<file path="src/rtl/dmem_arbiter_if.sv">
// Bus bundle tying the two data-memory requesters (C and D), the arbiter and the memory together.
interface dmem_arbiter_if #(
  parameter int DM_ADDRESS = 9,
  parameter int DATA_W     = 32
);
  logic                  c_req, c_we, c_gnt, c_err, c_rvalid;
  logic [DM_ADDRESS-1:0] c_addr;
  logic [DATA_W-1:0]     c_wdata, c_rdata;
  logic [2:0]            c_funct3;

  logic                  d_req, d_we, d_gnt, d_err, d_rvalid;
  logic [DM_ADDRESS-1:0] d_addr;
  logic [DATA_W-1:0]     d_wdata, d_rdata;
  logic [2:0]            d_funct3;

  logic [DM_ADDRESS-1:0] m_addr;
  logic [DATA_W-1:0]     m_wdata, m_rdata;
  logic [3:0]            m_wr;

  modport master (
    output c_req, c_we, c_addr, c_wdata, c_funct3,
    output d_req, d_we, d_addr, d_wdata, d_funct3,
    output m_rdata,
    input  c_gnt, c_err, c_rvalid, c_rdata,
    input  d_gnt, d_err, d_rvalid, d_rdata,
    input  m_addr, m_wdata, m_wr
  );

  modport slave (
    input  c_req, c_we, c_addr, c_wdata, c_funct3,
    input  d_req, d_we, d_addr, d_wdata, d_funct3,
    input  m_rdata,
    output c_gnt, c_err, c_rvalid, c_rdata,
    output d_gnt, d_err, d_rvalid, d_rdata,
    output m_addr, m_wdata, m_wr
  );
endinterface

</file>
<file path="src/rtl/dmem_arbiter.sv">
// Data-memory arbiter between the pipeline MEM stage (C) and the DMA/debug loader (D).
// Define DMEM_ARB_RR_EN for strict round-robin; otherwise C has priority with a D starvation limit.
module dmem_arbiter #(
  parameter int DM_ADDRESS = 9,
  parameter int DATA_W     = 32,
  parameter int MAX_WAIT   = 8
) (
  input  logic          clk,
  input  logic          reset,
  dmem_arbiter_if.slave bus
);

  typedef enum logic { PORT_C = 1'b0, PORT_D = 1'b1 } port_e;

  function automatic logic is_illegal(input logic we, input logic [2:0] funct3,
                                      input logic [1:0] lane);
    case (funct3)
      3'b000:         is_illegal = 1'b0;
      3'b001:         is_illegal = lane[0];
      3'b010:         is_illegal = (lane != 2'b00);
      3'b100:         is_illegal = we;
      3'b101:         is_illegal = we | lane[0];
      default:        is_illegal = 1'b1;
    endcase
  endfunction

  logic                  c_gnt, d_gnt, pick_d, any_gnt;
  logic                  sel_we, sel_err, issue, load_issue;
  logic [DM_ADDRESS-1:0] sel_addr;
  logic [DATA_W-1:0]     sel_wdata, lane_word, load_data;
  logic [2:0]            sel_funct3;
  logic [1:0]            lane;

  port_e                 resp_port;
  logic                  resp_load;
  logic [DATA_W-1:0]     c_rdata_q, d_rdata_q;

`ifdef DMEM_ARB_RR_EN
  port_e                 rr_ptr;
`else
  logic [3:0]            wait_cnt;
`endif

  // A lone requester always wins; only a conflict consults the arbitration state.
  always_comb begin
    pick_d = 1'b0;
    c_gnt  = 1'b0;
    d_gnt  = 1'b0;
    if (!reset) begin
      if (bus.c_req && bus.d_req) begin
`ifdef DMEM_ARB_RR_EN
        pick_d = (rr_ptr == PORT_D);
`else
        pick_d = (wait_cnt == 4'(MAX_WAIT));
`endif
      end else begin
        pick_d = bus.d_req;
      end
      d_gnt = bus.d_req && pick_d;
      c_gnt = bus.c_req && !pick_d;
    end
  end

  assign any_gnt    = c_gnt | d_gnt;
  assign sel_we     = d_gnt ? bus.d_we     : bus.c_we;
  assign sel_addr   = d_gnt ? bus.d_addr   : bus.c_addr;
  assign sel_wdata  = d_gnt ? bus.d_wdata  : bus.c_wdata;
  assign sel_funct3 = d_gnt ? bus.d_funct3 : bus.c_funct3;
  assign lane       = sel_addr[1:0];
  assign sel_err    = any_gnt & is_illegal(sel_we, sel_funct3, lane);
  assign issue      = any_gnt & ~sel_err;
  assign load_issue = issue & ~sel_we;

  assign bus.c_gnt = c_gnt;
  assign bus.d_gnt = d_gnt;
  assign bus.c_err = c_gnt & sel_err;
  assign bus.d_err = d_gnt & sel_err;

  // Narrow stores replicate their data across lanes so the write mask alone selects the bytes.
  always_comb begin
    bus.m_addr  = '0;
    bus.m_wr    = 4'b0000;
    bus.m_wdata = '0;
    if (issue) begin
      bus.m_addr = {sel_addr[DM_ADDRESS-1:2], 2'b00};
      if (sel_we) begin
        case (sel_funct3)
          3'b000: begin
            bus.m_wr    = 4'b0001 << lane;
            bus.m_wdata = {4{sel_wdata[7:0]}};
          end
          3'b001: begin
            bus.m_wr    = 4'b0011 << lane;
            bus.m_wdata = {2{sel_wdata[15:0]}};
          end
          default: begin
            bus.m_wr    = 4'b1111;
            bus.m_wdata = sel_wdata;
          end
        endcase
      end
    end
  end

  assign lane_word = bus.m_rdata >> {lane, 3'b000};

  always_comb begin
    case (sel_funct3)
      3'b000:  load_data = {{24{lane_word[7]}}, lane_word[7:0]};
      3'b001:  load_data = {{16{lane_word[15]}}, lane_word[15:0]};
      3'b100:  load_data = {24'b0, lane_word[7:0]};
      3'b101:  load_data = {16'b0, lane_word[15:0]};
      default: load_data = lane_word;
    endcase
  end

  // Response routing: remember which port took a load so only its rvalid rises next cycle.
  always_ff @(posedge clk) begin
    if (reset) begin
      resp_load <= 1'b0;
      resp_port <= PORT_C;
      c_rdata_q <= '0;
      d_rdata_q <= '0;
    end else begin
      resp_load <= load_issue;
      resp_port <= d_gnt ? PORT_D : PORT_C;
      if (load_issue && c_gnt) c_rdata_q <= load_data;
      if (load_issue && d_gnt) d_rdata_q <= load_data;
    end
  end

`ifdef DMEM_ARB_RR_EN
  always_ff @(posedge clk) begin
    if (reset)      rr_ptr <= PORT_C;
    else if (c_gnt) rr_ptr <= PORT_D;
    else if (d_gnt) rr_ptr <= PORT_C;
  end
`else
  always_ff @(posedge clk) begin
    if (reset)                    wait_cnt <= 4'd0;
    else if (bus.d_req && !d_gnt) wait_cnt <= wait_cnt + 4'd1;
    else                          wait_cnt <= 4'd0;
  end
`endif

  // Reset drops any in-flight response and holds all outputs at zero.
  assign bus.c_rvalid = !reset && resp_load && (resp_port == PORT_C);
  assign bus.d_rvalid = !reset && resp_load && (resp_port == PORT_D);
  assign bus.c_rdata  = reset ? '0 : c_rdata_q;
  assign bus.d_rdata  = reset ? '0 : d_rdata_q;

endmodule
</file>
<file path="src/flat_wrapper.sv">
// flat-port wrapper written by rule: the top's interface ports become plain ports
module dmem_arbiter_flat 
#(
  parameter int DM_ADDRESS = 9,
  parameter int DATA_W     = 32,
  parameter int MAX_WAIT   = 8
)
  (clk, reset, bus_c_req, bus_c_we, bus_c_addr, bus_c_wdata, bus_c_funct3, bus_d_req, bus_d_we, bus_d_addr, bus_d_wdata, bus_d_funct3, bus_m_rdata, bus_c_gnt, bus_c_err, bus_c_rvalid, bus_c_rdata, bus_d_gnt, bus_d_err, bus_d_rvalid, bus_d_rdata, bus_m_addr, bus_m_wdata, bus_m_wr);
  dmem_arbiter_if #(.DM_ADDRESS(DM_ADDRESS), .DATA_W(DATA_W)) bus_i ();
  input  logic clk;
  input  logic reset;
  input wire logic [$bits(bus_i.c_req)-1:0] bus_c_req;
  input wire logic [$bits(bus_i.c_we)-1:0] bus_c_we;
  input wire logic [$bits(bus_i.c_addr)-1:0] bus_c_addr;
  input wire logic [$bits(bus_i.c_wdata)-1:0] bus_c_wdata;
  input wire logic [$bits(bus_i.c_funct3)-1:0] bus_c_funct3;
  input wire logic [$bits(bus_i.d_req)-1:0] bus_d_req;
  input wire logic [$bits(bus_i.d_we)-1:0] bus_d_we;
  input wire logic [$bits(bus_i.d_addr)-1:0] bus_d_addr;
  input wire logic [$bits(bus_i.d_wdata)-1:0] bus_d_wdata;
  input wire logic [$bits(bus_i.d_funct3)-1:0] bus_d_funct3;
  input wire logic [$bits(bus_i.m_rdata)-1:0] bus_m_rdata;
  output wire logic [$bits(bus_i.c_gnt)-1:0] bus_c_gnt;
  output wire logic [$bits(bus_i.c_err)-1:0] bus_c_err;
  output wire logic [$bits(bus_i.c_rvalid)-1:0] bus_c_rvalid;
  output wire logic [$bits(bus_i.c_rdata)-1:0] bus_c_rdata;
  output wire logic [$bits(bus_i.d_gnt)-1:0] bus_d_gnt;
  output wire logic [$bits(bus_i.d_err)-1:0] bus_d_err;
  output wire logic [$bits(bus_i.d_rvalid)-1:0] bus_d_rvalid;
  output wire logic [$bits(bus_i.d_rdata)-1:0] bus_d_rdata;
  output wire logic [$bits(bus_i.m_addr)-1:0] bus_m_addr;
  output wire logic [$bits(bus_i.m_wdata)-1:0] bus_m_wdata;
  output wire logic [$bits(bus_i.m_wr)-1:0] bus_m_wr;
  assign bus_i.c_req = bus_c_req;
  assign bus_i.c_we = bus_c_we;
  assign bus_i.c_addr = bus_c_addr;
  assign bus_i.c_wdata = bus_c_wdata;
  assign bus_i.c_funct3 = bus_c_funct3;
  assign bus_i.d_req = bus_d_req;
  assign bus_i.d_we = bus_d_we;
  assign bus_i.d_addr = bus_d_addr;
  assign bus_i.d_wdata = bus_d_wdata;
  assign bus_i.d_funct3 = bus_d_funct3;
  assign bus_i.m_rdata = bus_m_rdata;
  assign bus_c_gnt = bus_i.c_gnt;
  assign bus_c_err = bus_i.c_err;
  assign bus_c_rvalid = bus_i.c_rvalid;
  assign bus_c_rdata = bus_i.c_rdata;
  assign bus_d_gnt = bus_i.d_gnt;
  assign bus_d_err = bus_i.d_err;
  assign bus_d_rvalid = bus_i.d_rvalid;
  assign bus_d_rdata = bus_i.d_rdata;
  assign bus_m_addr = bus_i.m_addr;
  assign bus_m_wdata = bus_i.m_wdata;
  assign bus_m_wr = bus_i.m_wr;
  dmem_arbiter #(.DM_ADDRESS(DM_ADDRESS), .DATA_W(DATA_W), .MAX_WAIT(MAX_WAIT)) u_core (.clk(clk), .reset(reset), .bus(bus_i));
endmodule
</file>
<file path="config.mk">
export PLATFORM = sky130hd
export DESIGN_NAME = dmem_arbiter_flat
export DESIGN_NICKNAME = d
export VERILOG_FILES = /design/src/rtl/dmem_arbiter_if.sv /design/src/rtl/dmem_arbiter.sv /design/src/flat_wrapper.sv
export SDC_FILE = /design/constraint.sdc
export NUM_CORES = 1
export LEC_CHECK = 0
export ABC_AREA = 1
export CAP_MARGIN = 10
export CELL_PAD_IN_SITES_DETAIL_PLACEMENT = 1
export CELL_PAD_IN_SITES_GLOBAL_PLACEMENT = 1
export CORE_MARGIN = 2
export CORE_UTILIZATION = 27
export DETAILED_ROUTE_END_ITERATION = 16
export HOLD_SLACK_MARGIN = 0.03
export PLACE_DENSITY_LB_ADDON = 0.25
export SLEW_MARGIN = 20
export SYNTH_ARGS = -nofsm -noshare
export SYNTH_HDL_FRONTEND = slang
export SYNTH_SLANG_ARGS = --single-unit
</file>
<file path="constraint.sdc">
create_clock -name clk -period 2.8 [get_ports clk]
set_input_delay 0.56 -clock clk [delete_from_list [all_inputs] [get_ports clk]]
set_output_delay 0.56 -clock clk [all_outputs]
set_load 0.02 [all_outputs]
</file>
==> results of run 1 <==
## cell families (layout without fill, tap and decap cells)
group	Yosys count	after routing	synth area share (%)
AND/OR/NAND/NOR	617	620	49.52
buffers and inverters	165	443	13.20
AO/OA/AOI/OAI	86	86	8.800
flip-flops	70	70	27.38
adder cells (fa/ha/maj)	2	2	0.4888
XOR/XNOR	2	2	0.3423
other	1	2	0.07326
multiplexers	1	1	0.1956
## power by group through the flow
stage	sequential, mW	combinational (mW)	clock (mW)
after CTS	1.01	0.917	1.08
final	1.01	1.00	1.04
after global routing	1.01	1.09	1.12
after floorplan	1.04	0.400	0
after detailed placement	1.04	0.857	0
after global placement	1.04	0.854	0
## routing by layer
metal / vias to the layer above / share of wire (%) / track usage (%)
met5: - / 0.055 / 0
met4: 2 / 3.4 / 7.000
met3: 44 / 7.0 / 5.906
met2: 217 / 50 / 41.65
met1: 3119 / 39 / 25.38
li1: 3400 / - / -
## registers in the layout (all words and copies together) (netlist names)
signal	flops
u_core.wait_cnt	4
u_core.d_rdata_q	32
u_core.resp_load	1
u_core.resp_port	1
u_core.c_rdata_q	32
## area by class of cell
cell class / count / area, sq um
Sequential cell: 70 / 1404
Clock inverter: 6 / 38.79
Fill cell: 2476 / 9535
Multi-Input combinational cell: 713 / 3480
Tap cell: 234 / 292.8
Timing Repair Buffer: 322 / 3267
Clock buffer: 9 / 225.2
Inverter: 106 / 400.4
## worst max-delay path: stages
cell             delay, ns
clkdlybuf4s50_1       0.47
nand3b_1              0.25
nand2_2               0.15
nand2_2               0.06
nor2_1                0.12
nand2_1               0.11
nand2_4               0.12
nand3_4               0.16
buf_8                 0.19
a21oi_4               0.17
buf_6                 0.15
## how the worst min path moves through the flow
stage / start / cells after the start / slack (ns) / endpoint
after floorplan: u_core.wait_cnt[0] / 1 / 0.43 / u_core.wait_cnt[0]
after global placement: u_core.d_rdata_q[11] / 4 / 0.51 / u_core.d_rdata_q[11]
after detailed placement: u_core.c_rdata_q[4] / 4 / 0.52 / u_core.c_rdata_q[4]
after CTS: u_core.wait_cnt[0] / 2 / 0.52 / u_core.wait_cnt[0]
after global routing: u_core.wait_cnt[0] / 2 / 0.56 / u_core.wait_cnt[0]
final: u_core.c_rdata_q[3] / 4 / 0.52 / u_core.c_rdata_q[3]
## what timing repair did
| action | CTS | global route |
|---|---|---|
| buffers inserted | 9 | 6 |
| pin swaps | 21 | 19 |
| endpoints found under the setup margin | 47 | 52 |
| resized for setup | 293 | 95 |
| gates cloned | 3 | 4 |
## per-stage QoR
stage	util (%)	instance area, sq um
2_1_floorplan	-	5124
3_3_place_gp	43.79	8163
3_5_place_dp	43.79	8163
4_1_cts	46.30	8631
5_1_grt	48.85	9107
6_report	48.85	9107
## cell usage in the layout, fill, tap and decap left out, types with 3 or more instances in the layout
cell	instances
nand2_1	264
nor2_1	255
clkdlybuf4s50_1	189
inv_1	98
buf_4	79
dfxtp_1	68
nand3_1	34
o21ai_0	33
buf_6	28
nand3_2	15
buf_12	14
nor2_4	13
o21ai_1	12
clkbuf_16	12
o21ai_2	11
nand2_2	10
a21oi_2	10
nand2_4	9
nor2_2	8
a31oi_1	8
inv_2	7
a21oi_1	5
nand3_4	4
nand2_8	3
nand3b_1	3
a21oi_4	3
o211ai_1	3
clkinv_2	3
buf_8	3
==> results.toml, run 1 <==
[outcome]
status = "complete, but fails checks"
violations = "setup timing"

[cells_and_area]
area_growth_pct = 77.93
layout-drive-gt1-share_pct = 20.15
antenna_cells = 0
layout.nets = 1350
fin_cells = 1460

[routing]
avgViaCountPerCell = 4.645
drtIter0Drc = 272
antenna_left = 0
drc = 0
wl_per_cell_um = 16.20
routed_wl_um = 23650
num_vias = 6782
drt_pass1_iterations = 4

[pwr]
power.share.combinational_pct = 32.8
seqPwrFrac_pct = 33.2
p_switching_uw = 994.8
ir_worst_vdd_uv = 190.8
power_density_mw_per_mm2 = 335.8
power_mw = 3.059
p_int_mw = 2.064
p_sw_share_pct = 32.52
power_leakage_nw = 4.426
clkPwrFrac_pct = 34.0

[logic_synthesis]
synth_warnings = 0
synth_cells = 944
ys_top_cells_by_area = "dfxtp_1, nand2_1, nor2_1, inv_1, o21ai_0"
postSynthAreaPerCell_sq_um = 5.422
ys_seq_elements = 70
netlist_area_sq_mm = 0.005119
ys_types = 30
synth_edf_count = 0
synthDominantCellAreaShare_pct = 27.38
synth.most_common_cell = "nand2_1"
synthArstFlopShare_pct = 0
synthFlopType = "dfxtp_1"
synth-seq-area-share_pct = 27.38
synth_common_cells = "nand2_1, nor2_1, inv_1, dfxtp_1, o21ai_0"
yosys.area.top_type = "dfxtp_1"

[die]
core_area_sq_mm = 0.01864
chipWidth_um = 141.7
std_cell_rows = 50
start_util_pct = 27.46
die_h_um = 141.7
die_area_sq_mm = 0.02008
io-pin-count = 241

[timing]
timing.slew.headroom_pct = 54.46
timing.setup.tns_ns = -7.432
hold-worst-slack_ns = 0.5208
fin_skew_ns = 0.006630
timing.final.ws_setup_ns = -0.2780
fmax_mhz = 324.9
slew_viol_final = 0
rsz0062_at_grt = "yes"
setup_viol = 45
finalHoldViolations = 0
fin_crit_ns = 3.078
tightest_slew_ns = 0.6832
min_period_over_period_pct = 109.9

[global_routing]
grt_pass1_wl_um = 35530
grt_pass1_vias = 6867
gr-usage-all-layers_pct = 22.59
grt_max_degree = 66
overflow = 0
antenna_found_initial = 2

[worst_setup_path]
rrSetupSlack_ns = 0.30
path_max_fanout = 7
critPathArrivalTime_ns = 2.52
ff2ff_path_depth = 16
r2r-end = "u_core.c_rdata_q[14]"
timing.critical_path.from_type = "primary input"
critPathCapture = "bus_m_wr[2]"
worstSetupPathType = "primary input to primary output"
cp.required_ns = 2.24
cp-startpoint = "bus_d_funct3[0]"
r2r_start = "u_core.wait_cnt[0]"
crit_path_end_kind = "primary output"

[placed_design]
portBuffers = 238
dp_slack_ns = -1.056
post-dp-hpwl_um = 17400
dp_cells = 1425
gp_congestion = 0.8383

[clock_network]
ctsHoldBuffers = 0
cts_tree = "built"
htreeDepth = 3
cts_sinks = 70
clk_latency_ns = 0.34
cts_buffer_depth = 2
cts-buffers-inserted = 9
clkSlewWorstSetupHoldPaths_ns = 0.05
clock_tree.root_cell = "clkbuf_16"

[hold_path]
hold_path.class = "register to register"

[flow_run]
maxCapViolCount = 0
Power figures use the tool's default switching activity.
==> run 2: changes to the inputs <==
--- a/config.mk
+++ b/config.mk
@@ -11,6 +11,7 @@
 export CELL_PAD_IN_SITES_GLOBAL_PLACEMENT = 1
 export CORE_MARGIN = 2
 export CORE_UTILIZATION = 27
+export CTS_BUF_LIST = sky130_fd_sc_hd__clkbuf_8
 export DETAILED_ROUTE_END_ITERATION = 16
 export HOLD_SLACK_MARGIN = 0.03
 export PLACE_DENSITY_LB_ADDON = 0.25
==> run 2 against run 1 <==
  * The flow still finishes with violations (setup timing)
  * Largest power group is now combinational cells
  * Critical path type unchanged
  * Largest cell class unchanged
  * Global-route usage up 0.077 points
  * Critical endpoint unchanged
  * Sequential cell count unchanged
  * Clock power down 30%
  * Clock skew up 0.0056 ns
  * Worst setup slack better by 0.091 ns
  * Via count up 0.72%
  * Sequential share of layout area about the same
  * Non-clock buffer count down 2
==> results.toml, run 2 (synthesized netlist as in run 1, its figures left out) <==
[worst_setup_path]
path_max_fanout = 7
cp_cell_sequence = "dlygate4sd2_1, inv_2, nor2_4, buf_6, nand3b_1, nand2_4, nand2_2, nor2_1, nand2_1, nand2_4, nand3_4, buf_8, a21oi_4, buf_6"
timing.critical_path.from_type = "primary input"
critPathMaxStageDelay_ns = 0.21
crit_path_end_kind = "primary output"
worstSetupPathType = "primary input to primary output"
crit_slowest_cell = "dlygate4sd2_1"
cp.required_ns = 2.24
crit_buf_inv = 5
crit_family = "simple AND/OR/NAND/NOR gates"
critPathArrivalTime_ns = 2.43

[timing]
timing.final.ws_setup_ns = -0.1872
fin_crit_ns = 2.987
hold-worst-slack_ns = 0.5233
timing.slew.headroom_pct = 52.56
rsz0062_at_grt = "yes"
setup_viol = 43
fin_skew_ns = 0.01225
tightest_slew_ns = 0.7117
slew_viol_final = 0
fmax_mhz = 334.8
min_period_over_period_pct = 106.7
finalHoldViolations = 0

[clock_network]
cts_buffer_depth = 2
cts_tree = "built"
cts-buffers-inserted = 9
htreeDepth = 3
clkSlewWorstSetupHoldPaths_ns = 0.07
clock_tree.root_cell = "clkbuf_8"
clk_latency_ns = 0.36
cts_sinks = 70
ctsHoldBuffers = 0

[placed_design]
place_area_sq_mm = 0.008163
gp_congestion = 0.8383
dp_slack_ns = -1.056
portBuffers = 238
post-dp-hpwl_um = 17400

[pwr]
power.share.combinational_pct = 37.0
clkPwrFrac_pct = 26.4
power_density_mw_per_mm2 = 304.5
p_switching_uw = 977.5
p_sw_share_pct = 35.30
power_leakage_nw = 4.417
ir_worst_vdd_uv = 237.5
seqPwrFrac_pct = 36.6
p_int_mw = 1.792

[cells_and_area]
nFillCells = 2493
multi_input_area_sq_mm = 0.003528
biggestRegsByFlops = "u_core.c_rdata_q x32, u_core.d_rdata_q x32, u_core.wait_cnt x4"
final_common_cell = "nand2_1"
layout-drive-gt1-share_pct = 20.75
layout_common_cells = "nand2_1, nor2_1, clkdlybuf4s50_1, inv_1, buf_4"
area_growth_pct = 77.68
seqCellArea_sq_mm = 0.001404
layout.nets = 1348
stdcell_area_sq_mm = 0.009095

[global_routing]
gr-usage-all-layers_pct = 22.67
antenna_found_initial = 3
grt_use_met3_pct = 6.142
overflow = 0
globalRoute.busiestLayer = "met2"
grt_pass1_wl_um = 35610
grt_max_degree = 66
grt_pass1_vias = 6919
grt.met1_usage_pct = 25.33
met2_usage_pct = 40.98

[die]
std_cell_rows = 50
die_h_um = 141.7
chipWidth_um = 141.7
die_area_sq_mm = 0.02008
core_area_sq_mm = 0.01864
io-pin-count = 241
start_util_pct = 27.46

[hold_path]
hold_path.class = "register to register"

[routing]
drtIter0Drc = 264
wl_per_cell_um = 16.39
antenna_left = 0
routed_wl_um = 23930
drt_pass1_iterations = 4
avgViaCountPerCell = 4.679
num_vias = 6831
drc = 0

[outcome]
violations = "setup timing"
status = "complete, but fails checks"

[flow_run]
maxCapViolCount = 0
==> run 2: through the flow <==
step                TNS (ns)  std cells  power (mW)  utilization (%)
finish                -4.346       1460       2.769            48.79
global route          -9.350       1459       2.929            48.77
CTS                   -4.447       1450       2.697            45.74
detailed placement    -52.19       1425       1.893            43.79
global placement      -48.63       1425       1.889            43.79
floorplan                  0        945       1.435                -
==> run 2: metal layers <==
layer | vias up | routed length (um)
met1 | 3150 | 9454
met3 | 62 | 1592
met4 | 2 | 1060
met5 | - | 13
li1 | 3400 | -
met2 | 217 | 11810
==> run 2: worst register-to-register path: stages (launching register included) <==
cell	delay [ns]
dfxtp_2	0.35
inv_2	0.05
ha_4	0.15
nand3_4	0.08
nand2_8	0.09
nand2_4	0.15
buf_4	0.13
nand2_1	0.05
nand2_1	0.12
buf_4	0.25
buf_4	0.26
nand2_1	0.10
nand3_1	0.09
o21ai_0	0.07
o21ai_0	0.37
nor2_1	0.08
nor2_1	0.10
==> run 2: final cells by class <==
cell class	count	share of cell area, %
clock inverters	6	0.4265
well taps	234	3.219
repair buffers	320	36.22
clock buffers	9	1.362
diodes	2	0.05503
multi-input cells	713	38.79
inverters	106	4.485
flip-flops and latches	70	15.44
==> run 2: worst paths after layout <==
path | startpoint | end | slack (ns) | depth (start not counted)
worst max-delay path | bus_d_req | bus_m_wr[2] | -0.19 | 14
worst min-delay path | u_core.c_rdata_q[3] | u_core.c_rdata_q[3] | 0.52 | 4
worst max register to register | u_core.wait_cnt[0] | u_core.c_rdata_q[14] | 0.26 | 16
worst min register to register | u_core.c_rdata_q[3] | u_core.c_rdata_q[3] | 0.52 | 4
==> run 2: repair_timing <==
action / CTS / global route
setup endpoints to repair: 46 / 52
pin swaps: 22 / 28
buffers inserted: 9 / 3
endpoints found under the hold margin: 0 / 0
gates resized for setup: 292 / 123
cloned: 3 / 5
==> run 2: power groups by stage <==
| stage | Sequential [mW] | Clock (mW) | Combinational, mW |
|---|---|---|---|
| finish | 1.01 | 0.732 | 1.02 |
| global placement | 1.04 | 0 | 0.854 |
| floorplan | 1.04 | 0 | 0.400 |
| CTS | 1.01 | 0.766 | 0.918 |
| detailed placement | 1.04 | 0 | 0.857 |
| global route | 1.01 | 0.806 | 1.11 |
